$ cat src/rtl/run_sched.sv
// Round-robin time-shared consecutive-ones run detector with per-channel saved run context.
// Optional per-channel sticky hit flags are compiled in with `define SCHED_STICKY_EN.
module run_sched #(
  parameter int CH_W    = 2,
  parameter int RUN_LEN = 3
) (
  input  logic                    clk,
  input  logic                    rst,
  input  logic [(1<<CH_W)-1:0]    req,
  input  logic [(1<<CH_W)-1:0]    bit_in,
`ifdef SCHED_STICKY_EN
  input  logic [(1<<CH_W)-1:0]    clr_sticky,
  output logic [(1<<CH_W)-1:0]    sticky,
`endif
  output logic [(1<<CH_W)-1:0]    gnt,
  output logic                    hit,
  output logic [CH_W-1:0]         hit_ch
);

  localparam int NCH = 1 << CH_W;
  localparam logic [3:0] RUN_C = 4'(RUN_LEN);

  logic [CH_W-1:0] r_ptr;
  logic [3:0]      r_cnt [NCH];
  logic            r_hit;
  logic [CH_W-1:0] r_hit_ch;

  logic [NCH-1:0]  w_gnt;
  logic            w_gnt_vld;
  logic [CH_W-1:0] w_gnt_idx;
  logic [3:0]      w_cnt_sel;
  logic [3:0]      w_cnt_nxt;
  logic            w_hit_d;

  // Cyclic search from the pointer; the index wraps naturally at CH_W bits.
  always_comb begin
    w_gnt     = '0;
    w_gnt_vld = 1'b0;
    w_gnt_idx = '0;
    for (int i = 0; i < NCH; i++) begin
      if (!w_gnt_vld && req[r_ptr + CH_W'(i)]) begin
        w_gnt_vld = 1'b1;
        w_gnt_idx = r_ptr + CH_W'(i);
      end
    end
    w_gnt[w_gnt_idx] = w_gnt_vld;
  end

  always_comb begin
    w_cnt_sel = r_cnt[w_gnt_idx];
    w_cnt_nxt = '0;
    if (bit_in[w_gnt_idx]) begin
      w_cnt_nxt = (w_cnt_sel >= RUN_C) ? RUN_C : w_cnt_sel + 4'd1;
    end
    w_hit_d = w_gnt_vld & bit_in[w_gnt_idx] & (w_cnt_sel >= RUN_C - 4'd1);
  end

  always_ff @(posedge clk) begin
    if (rst) begin
      r_ptr <= '0;
      for (int k = 0; k < NCH; k++) begin
        r_cnt[k] <= '0;
      end
    end else if (w_gnt_vld) begin
      r_cnt[w_gnt_idx] <= w_cnt_nxt;
      r_ptr            <= w_gnt_idx + CH_W'(1);
    end
  end

  // hit_ch keeps the last hit's channel between pulses.
  always_ff @(posedge clk) begin
    if (rst) begin
      r_hit    <= 1'b0;
      r_hit_ch <= '0;
    end else begin
      r_hit <= w_hit_d;
      if (w_hit_d) begin
        r_hit_ch <= w_gnt_idx;
      end
    end
  end

`ifdef SCHED_STICKY_EN
  logic [NCH-1:0] r_sticky;
  logic [NCH-1:0] w_sticky_set;

  // A hit always coincides with its channel's grant bit, so the grant masks the set.
  assign w_sticky_set = w_gnt & {NCH{w_hit_d}};

  always_ff @(posedge clk) begin
    if (rst) begin
      r_sticky <= '0;
    end else begin
      r_sticky <= w_sticky_set | (r_sticky & ~clr_sticky);
    end
  end

  assign sticky = r_sticky;
`endif

  assign gnt    = w_gnt;
  assign hit    = r_hit;
  assign hit_ch = r_hit_ch;

endmodule
$ cat config.mk
export PLATFORM = sky130hd
export DESIGN_NAME = run_sched
export DESIGN_NICKNAME = d
export VERILOG_FILES = /design/src/rtl/run_sched.sv
export SDC_FILE = /design/constraint.sdc
export NUM_CORES = 1
export LEC_CHECK = 0
export CAP_MARGIN = 30
export CELL_PAD_IN_SITES_DETAIL_PLACEMENT = 1
export CELL_PAD_IN_SITES_GLOBAL_PLACEMENT = 2
export CORE_ASPECT_RATIO = 0.6
export CORE_MARGIN = 2
export CORE_UTILIZATION = 30
export CTS_CLUSTER_DIAMETER = 200
export CTS_CLUSTER_SIZE = 25
export DETAILED_ROUTE_END_ITERATION = 10
export HOLD_SLACK_MARGIN = 0.1
export PLACE_DENSITY = 0.68
export SYNTH_ARGS = -nofsm -noshare
export SYNTH_HDL_FRONTEND = slang
export SYNTH_SLANG_ARGS = --single-unit
$ cat constraint.sdc
create_clock -name clk -period 2.94 [get_ports clk]
set_clock_uncertainty 0.05 [all_clocks]
set_input_delay 0.294 -clock clk [delete_from_list [all_inputs] [get_ports clk]]
set_output_delay 0.294 -clock clk [all_outputs]
set_load 0.01 [all_outputs]
==> qor.yml <==
outcome:
  status: "complete, no violations"
flow_run:
  maxCapViolations: 0
cells_and_area:
  regArea_um2: 581.8
  drive_gt1_share_pct: 25.66
  layout_common_cells: "buf_4, edfxtp_1, clkdlybuf4s50_1"
  fillerInstances: 463
  layout.cells.non_filler: 212
  fin_nets: 169
  diodes: 0
  area_delta_synth_final_pct: 32.21
  multi_input_area_um2: 665.6
sta:
  final_hold_viol_count: 0
  fin_crit_ns: 2.850
  fmax_ghz: 0.3509
  tightest_slew_ns: 0.6356
  period_share_pct: 96.95
  slew_viol_final: 0
  slew_headroom_pct: 57.63
  finalSetupViolCount: 0
  finalSetupTns_ns: 0
route:
  drtIter0Drc: 34
  wl_per_cell_um: 14.64
  num_vias: 964
  wl_um: 3104
  ant_nets: 0
  dr.pass1.iters: 4
  vias_per_cell: 4.547
  drc_errors: 0
place:
  globalplace.congestion: 0.8201
  placed_cells: 208
  port_buffers: 16
  post-dp-hpwl_um: 2440
synth:
  postSynth.asyncResetShare_pct: 0
  seq_area_frac_synth_pct: 45.85
  synth.avg_cell_area_um2: 11.31
  ys.warnings.count: 0
  synth_edf_count: 16
  netlist_area_um2: 1266
  syn_inst: 112
  ys_seq_elements: 21
  synth_flop_cell: "edfxtp_1"
  synth_cell_types: 41
clocking:
  htree_num_levels: 1
  clock_latency_ns: 0.27
  clock-sinks: 21
  path_clk_slew_ns: 0.09
  cts_tree: "done"
  clockRootBuffer: "clkbuf_8"
  cts_buffer_depth: 2
  postCtsHoldBufs: 0
  cts_buffers: 3
floorplan:
  core-area_um2: 4076
  fp-row-count: 18
  start_util_pct: 31.06
  die_y_um: 54.33
  dieArea_um2: 4774
  die_width_um: 87.87
  boundaryPins: 17
setup_path:
  cp_data_required_time_ns: 2.60
  worst-path-max-fanout: 9
  cp-start-kind: "input port"
  crit_chain: "clkdlybuf4s50_1 -> nor2b_4 -> nor2b_1 -> or3_4 -> clkinv_4 -> buf_4 -> ha_1 -> nor2b_1 -> clkdlybuf4s50_1"
  crit_type: "in -> out"
  critPathSlowestCell: "clkdlybuf4s50_1"
  end_kind: "primary output"
  cp_slowest_stage_delay_ns: 0.56
  cp_data_arrival_time_ns: 2.51
power_and_ir_drop:
  p_leak_nw: 0.6908
  power.total_w: 0.0009526
  power.density_nw_per_um2: 569.0
  ir_drop_mv: 0.1726
global_routing:
  use_met3_pct: 3.620
  grt.overflow.total: 0
  grt_pass1_wl_um: 5002
  grtUsageTotal_pct: 14.44
  met2_usage_pct: 23.74
  grt_max_degree: 14
  grt_use_met1_pct: 19.52
  grt-busiest-layer: "met2"
  antenna_found_initial: 0
  grt_pass1_vias: 990
hold_path:
  hold_class: "reg -> reg"
[what timing repair did]
item | in CTS | in global routing
setup buffers | 0 | 0
cloned | 0 | 0
setup endpoints to repair | 1 | 4
pin swaps | 0 | 1
resized for setup | 1 | 3
[stage by stage]
step / hold WS [ns] / instance area, µm² / setup slack, ns / util, %
after floorplan: 0.4337 / 1292 / 0.3557 / -
after global placement: 0.4810 / 1618 / -0.1104 / 39.69
after detailed placement: 0.4897 / 1618 / -0.1910 / 39.69
after CTS: 0.5034 / 1665 / 0.02615 / 40.85
after global routing: 0.5486 / 1674 / -0.0004583 / 41.07
final: 0.5100 / 1674 / 0.08979 / 41.07
[state kept, by name, indices dropped and copies added (netlist names)]
register  flops
r_ptr         2
hit_ch        2
r_cnt        16
hit           1
[final timing paths]
| check | startpoint | endpoint | slack [ns] | cells past startpoint |
|---|---|---|---|---|
| worst max-delay path | req[1] | gnt[1] | 0.09 | 9 |
| worst min-delay path | r_ptr[0] | r_ptr[0] | 0.51 | 2 |
| worst max register to register | r_ptr[1] | hit_ch[1] | 0.30 | 10 |
| worst min register to register | r_ptr[0] | r_ptr[0] | 0.51 | 2 |
[critical path: cells and delay by family]
| family | cells | cell delay, ns |
|---|---|---|
| buffers and inverters | 4 | 1.33 |
| adder cells (fa/ha/maj) | 1 | 0.16 |
| AND/OR/NAND/NOR | 4 | 0.72 |
[cell type report]
cell class	count	area share, %
inverter	4	1.271
sequential	21	34.75
clock buffer	3	2.466
tap	60	4.484
timing repair buffer	32	16.82
clock inverter	1	0.4484
multi-input combinational	91	39.76
[metal layers]
| layer | vias to the layer above | part of all wire [%] | wire [µm] |
|---|---|---|---|
| met1 | 463 | 52 | 1601 |
| li1 | 483 | - | - |
| met2 | 16 | 44 | 1374 |
| met4 | 0 | 0.32 | 10 |
| met3 | 2 | 3.8 | 117 |
| met5 | - | 0 | 0 |
[power by group]
part	switching (W)	internal, W	total, W
clock network	0.000106	0.0000959	0.000202
logic	0.000180	0.000182	0.000362
registers	0.0000182	0.000370	0.000388
total	0.000305	0.000648	0.000953
[Yosys cell counts (2+ instances only)]
library cell  number  area share [%]
inv_1              2            0.59
nand3_1            6             2.4
nor2b_4            5             5.4
or4_1              2             1.2
nor2_1             8             2.4
edfxtp_1          16              38
ha_1               6             5.9
o21ai_0            4             1.6
a211o_1            3             2.1
nand2_2            2            0.99
a21o_1             3             1.8
a21oi_1            4             1.6
dfxtp_1            5             7.9
nor2b_1           12             5.9
mux2i_1            5             4.0
o21ai_1            2            0.79
o41ai_1            2             1.4
nand2_1            2            0.59
[cells by family after synthesis]
family / Yosys count / synth area share, %
AND/OR/NAND/NOR: 45 / 23.72
AO/OA/AOI/OAI: 26 / 15.32
flip-flops: 21 / 45.85
buffers and inverters: 7 / 4.051
multiplexers: 6 / 4.842
adder cells (fa/ha/maj): 6 / 5.929
other: 1 / 0.2962
No activity file was read; power rests on OpenSTA's default activity.
==> RTL edit 1, RTL diff (config.mk and constraints unchanged) <==
The parameter `CH_W` goes from 2 to 3.
--- a/src/rtl/run_sched.sv
+++ b/src/rtl/run_sched.sv
@@ -2,5 +2,5 @@
 // Optional per-channel sticky hit flags are compiled in with `define SCHED_STICKY_EN.
 module run_sched #(
-  parameter int CH_W    = 2,
+  parameter int CH_W    = 3,
   parameter int RUN_LEN = 3
 ) (
Ports: changed (resized bit_in, gnt, hit_ch and req); port bits go from 17 to 30. The function was not compared with the original's and may differ.
==> RTL edit 1 against the unedited design <==
- the flow now finishes with violations (negative setup slack)
- worst setup slack got worse by 1.5 ns
- area after synthesis rose to 2.6 times the old value
- die area rose to 2.5 times the old value
- sequential share of layout area fell by 16 points
- cell area rose to 3.5 times the old value
- sequential cell count rose by 18
- global-route usage rose by 9.0 points
- non-clock buffer count rose by 139
- wire length rose to 4.5 times the old value
- critical path depth rose by 10
- critical endpoint is now r_cnt[5][1]$_SDFFCE_PN0P_
- core utilization rose by 13 points
- largest cell class unchanged
- highest routed layer unchanged
Power is not shown: default switching activity piles up to over one toggle a cycle in this logic, so the estimate is an artifact.
==> RTL edit 1: results (changes against the unedited design) <==
Parameter                              Value

Timing
  Setup violations, final ... 63 (+63)
  Crit path setup slack, layout ... -1.37 ns (-1.46 ns)

Clocking
  CTS clk-pin slew, worst paths ... 0.06 ns (-0.03 ns)
  Buffer cell driving the clock tree root ... sky130_fd_sc_hd__clkbuf_16
  Clk_lat worst skew ... 0.30 ns (+0.03 ns)
  H-tree Lvls ... 2 (+1)

Hold path
  Worst hold start ... hit_ch[1]$_SDFFE_PP0P_

Global route
  Met1 track demand over resource ... 35.0% (+16 points)
  Global Route met2 Usage ... 34.0% (+10 points)
  Wire length of the first global-routing pass ... 20800 microns (+320%)
  Global routing usage summed across all routing layers ... 23.4% (+9.0 points)

Logic synthesis
  Most numerous cell types in the synthesized netlist ... sky130_fd_sc_hd__edfxtp_1 (32), sky130_fd_sc_hd__nor2_1 (30), sky130_fd_sc_hd__nand2_1 (19)
  Biggest area contributors in the synthesized netlist ... sky130_fd_sc_hd__edfxtp_1 (29%), sky130_fd_sc_hd__mux4_2 (11%), sky130_fd_sc_hd__mux2i_1 (4.8%)
  Number of distinct library cell variants in the gate-level netlist after synthesis ... 72 (+76%)

Drt
  Total length of routed met2 wires ... 5780 microns (+320%)
  Via count of the routed design ... 3409 (+250%)
  Met3 WL post-DR ... 858 microns (+630%)

Setup path
  Data arrival time at the worst-slack endpoint ... 4.31 ns (+1.80 ns)

Layout
  FILL cells ... 1117 (+140%)
  Largest register FFs ... 32 (+16)
  Number of nets in the layout ... 508 (+200%)
  Fraction of layout instances using a drive strength above 1 ... 59.5% (+34 points)

Placed design
  Final weighted congestion in routability-driven placement ... 0.888 (+8.3%)
  Final HPWL from detailed placement ... 10100 microns (+310%)

Outcome
  Violations in the final reports ... negative setup slack
  Status ... complete, but fails checks
-- RTL edit 1: cell types whose count changed after synthesis, moves of 8 or more --
cell,delta
sky130_fd_sc_hd__mux4_2,+17
sky130_fd_sc_hd__nor2_1,+22
sky130_fd_sc_hd__mux2_2,+9
sky130_fd_sc_hd__nand2_1,+17
sky130_fd_sc_hd__clkbuf_1,+8
sky130_fd_sc_hd__edfxtp_1,+16
sky130_fd_sc_hd__nor3_2,+10
sky130_fd_sc_hd__mux2i_1,+11
sky130_fd_sc_hd__nor2b_1,-8
-- RTL edit 1: cells by family after synthesis --
| group | synth area share [%] |
|---|---|
| adder cells (fa/ha/maj) | 1.87 |
| AO/OA/AOI/OAI | 17.8 |
| XOR/XNOR | 1.31 |
| other | 0.112 |
| AND/OR/NAND/NOR | 17.7 |
| buffers and inverters | 4.90 |
| multiplexers | 23.4 |
| flip-flops | 32.9 |
-- RTL edit 1: layout make-up --
| type | instances | area share, % |
|---|---|---|
| multi-input combinational | 257 | 47.6 |
| clock inverter | 2 | 0.647 |
| sequential | 39 | 19.1 |
| clock buffer | 6 | 2.22 |
| tap | 139 | 3.00 |
| inverter | 11 | 0.841 |
| timing repair buffer | 171 | 26.6 |
-- RTL edit 1: worst max-delay path, stage by stage (launching register included) --
cell and delay, ns:
sky130_fd_sc_hd__dfxtp_2 0.34, sky130_fd_sc_hd__inv_2 0.06, sky130_fd_sc_hd__ha_4 0.31, sky130_fd_sc_hd__buf_8 0.15, sky130_fd_sc_hd__mux4_2 0.61, sky130_fd_sc_hd__a221oi_2 0.34, sky130_fd_sc_hd__a31oi_1 0.10, sky130_fd_sc_hd__o21ai_1 0.15
sky130_fd_sc_hd__buf_4 0.13, sky130_fd_sc_hd__buf_6 0.10, sky130_fd_sc_hd__a21bo_4 0.28, sky130_fd_sc_hd__buf_4 0.16, sky130_fd_sc_hd__o31ai_4 0.05, sky130_fd_sc_hd__o2bb2ai_2 0.10, sky130_fd_sc_hd__a221oi_4 0.33, sky130_fd_sc_hd__inv_2 0.09
sky130_fd_sc_hd__ha_4 0.19, sky130_fd_sc_hd__o31ai_4 0.28, sky130_fd_sc_hd__buf_12 0.19, sky130_fd_sc_hd__nor3_4 0.04
-- RTL edit 1: what timing repair did --
item | 4_1_cts | 5_1_grt
setup endpoints to repair | 63 | 63
gates resized for setup | 99 | 48
hold buffers | 0 | 0
setup buffers | 18 | 24
pin swaps | 24 | 22
-- RTL edit 1: final timing paths --
kind | end
setup / recovery | r_cnt[5][1]$_SDFFCE_PN0P_
hold / removal | hit_ch[1]$_SDFFE_PP0P_
hold reg to reg | hit_ch[1]$_SDFFE_PP0P_
setup reg to reg | r_cnt[5][1]$_SDFFCE_PN0P_
==> RTL edit 2, RTL diff (same flow settings) <==
Made on the original files. The option `SCHED_STICKY_EN` is turned on by a define.
--- a/src/rtl/run_sched.sv
+++ b/src/rtl/run_sched.sv
@@ -1,4 +1,6 @@
 // Round-robin time-shared consecutive-ones run detector with per-channel saved run context.
 // Optional per-channel sticky hit flags are compiled in with `define SCHED_STICKY_EN.
+`define SCHED_STICKY_EN
+
 module run_sched #(
   parameter int CH_W    = 2,
Ports: changed (added clr_sticky and sticky); port bits go from 17 to 25. No check against the original RTL was run, so the function may have changed too.
==> RTL edit 2 against the unedited design <==
- hold slack got worse by 0.075 ns
- worst setup slack got worse by 0.0089 ns
- sequential cell count increased by 4
- cell area increased by 20%
- wire length increased by 35%
- area after synthesis increased by 16%
- core utilization increased by 2.3 points
- global-route usage increased by 2.5 points
- first-iteration DRC count unchanged
- cell count increased by 19%
- non-clock buffer count increased by 14
- total power increased by 17%
==> RTL edit 2: results (changes against the unedited design) <==
Parameter                              Value

Setup path
  Delay contributed by the slowest stage of the critical path ... 0.48 ns (-0.08 ns)
  Peak fanout along the critical path ... 5 (-4)
  Register-to-Register Path Depth ... 9 (-1)

Placed design
  Final weighted congestion in routability-driven placement ... 0.849 (+3.5%)
  Worst setup slack after placement ... -0.132 ns (+0.0588 ns)
  Placed insts ... 249 (+20%)
  Final HPWL from detailed placement ... 3380 microns (+38%)

Layout
  Clock distribution area overhead in the final layout ... 2.31% (-0.61 points)
  Non-clock buffer count in the final layout ... 46 (+44%)
  Share of cell area taken by multi-input logic gates ... 39.2% (-0.57 points)
  Non-clock inverter count ... 5 (+1)
  Number of multi-input combinational cells in the layout ... 110 (+21%)
  Flip-flop and latch share of the layout cell area ... 32.9% (-1.9 points)
  FILL cells ... 528 (+14%)

Hold path
  Capture endpoint of the worst hold path ... sticky[2]$_SDFF_PP0_
  Hold path depth ... 1 (-1)
  Worst hold start ... sticky[2]$_SDFF_PP0_

Logic synthesis
  Synthesized instance count ... 136 (+21%)
  Biggest area contributors in the synthesized netlist ... sky130_fd_sc_hd__edfxtp_1 (33%), sky130_fd_sc_hd__dfxtp_1 (12%), sky130_fd_sc_hd__ha_1 (5.1%)
  Number of distinct library cell variants in the gate-level netlist after synthesis ... 45 (+9.8%)
  Sequential area share after synthesis ... 45.0% (-0.88 points)

Global route
  Global routing usage summed across all routing layers ... 16.9% (+2.5 points)

Drt
  Overall routed net length ... 4190 microns (+35%)

Floorplan
  Horiz. Die Dim ... 94.3 microns (+7.4%)

Outcome
  Status ... finished, final reports clean

Power
  Power in combinational cells ... 0.452 mW (+25%)
  Maximum vdd ir drop ... 0.000193 V (+12%)
  Part of the total power dissipated in combinational logic ... 40.5% (+2.5 points)
  Switching pwr ... 0.366 mW (+20%)
RTL edit 2: cell count changes in the layout (fill, tap and decap cells not counted), moves of 4 or more:
cell and delta:
sky130_fd_sc_hd__dfxtp_1 +5, sky130_fd_sc_hd__nor3b_1 +7, sky130_fd_sc_hd__nor2_1 +4, sky130_fd_sc_hd__nand2_1 +4, sky130_fd_sc_hd__buf_4 +5, sky130_fd_sc_hd__nor2b_4 -4, sky130_fd_sc_hd__nor2b_1 -8, sky130_fd_sc_hd__clkdlybuf4s50_1 +9
RTL edit 2: kinds of logic (layout without fill, tap and decap cells):
| group | after synthesis | after routing | share of synthesized area [%] |
|---|---|---|---|
| flip-flops | 25 | 25 | 45.0 |
| AND/OR/NAND/NOR | 54 | 54 | 22.4 |
| other | 1 | 8 | 0.255 |
| AO/OA/AOI/OAI | 38 | 38 | 21.0 |
| multiplexers | 4 | 4 | 2.81 |
| adder cells (fa/ha/maj) | 6 | 6 | 5.11 |
| buffers and inverters | 8 | 55 | 3.41 |
RTL edit 2: how the worst max path moves through the flow:
stage,startpoint,to,slack [ns],cells after the start
floorplan,r_ptr[1]$_SDFFE_PP0P_,hit_ch[1]$_SDFFE_PP0P_,0.31,12
global placement,req[2],hit_ch[1]$_SDFFE_PP0P_,-0.06,10
detailed placement,req[2],sticky[2]$_SDFF_PP0_,-0.13,13
CTS,req[2],gnt[2],0.04,9
global route,req[2],gnt[2],0.003,9
finish,req[2],gnt[2],0.08,9
RTL edit 2: layer usage:
layer	part of all wire [%]	track usage [%]	up-vias
met1	53	24.5	599
met4	0	4.35	0
met5	0	0	-
met3	3.2	2.99	0
met2	44	26.3	29
li1	-	-	613
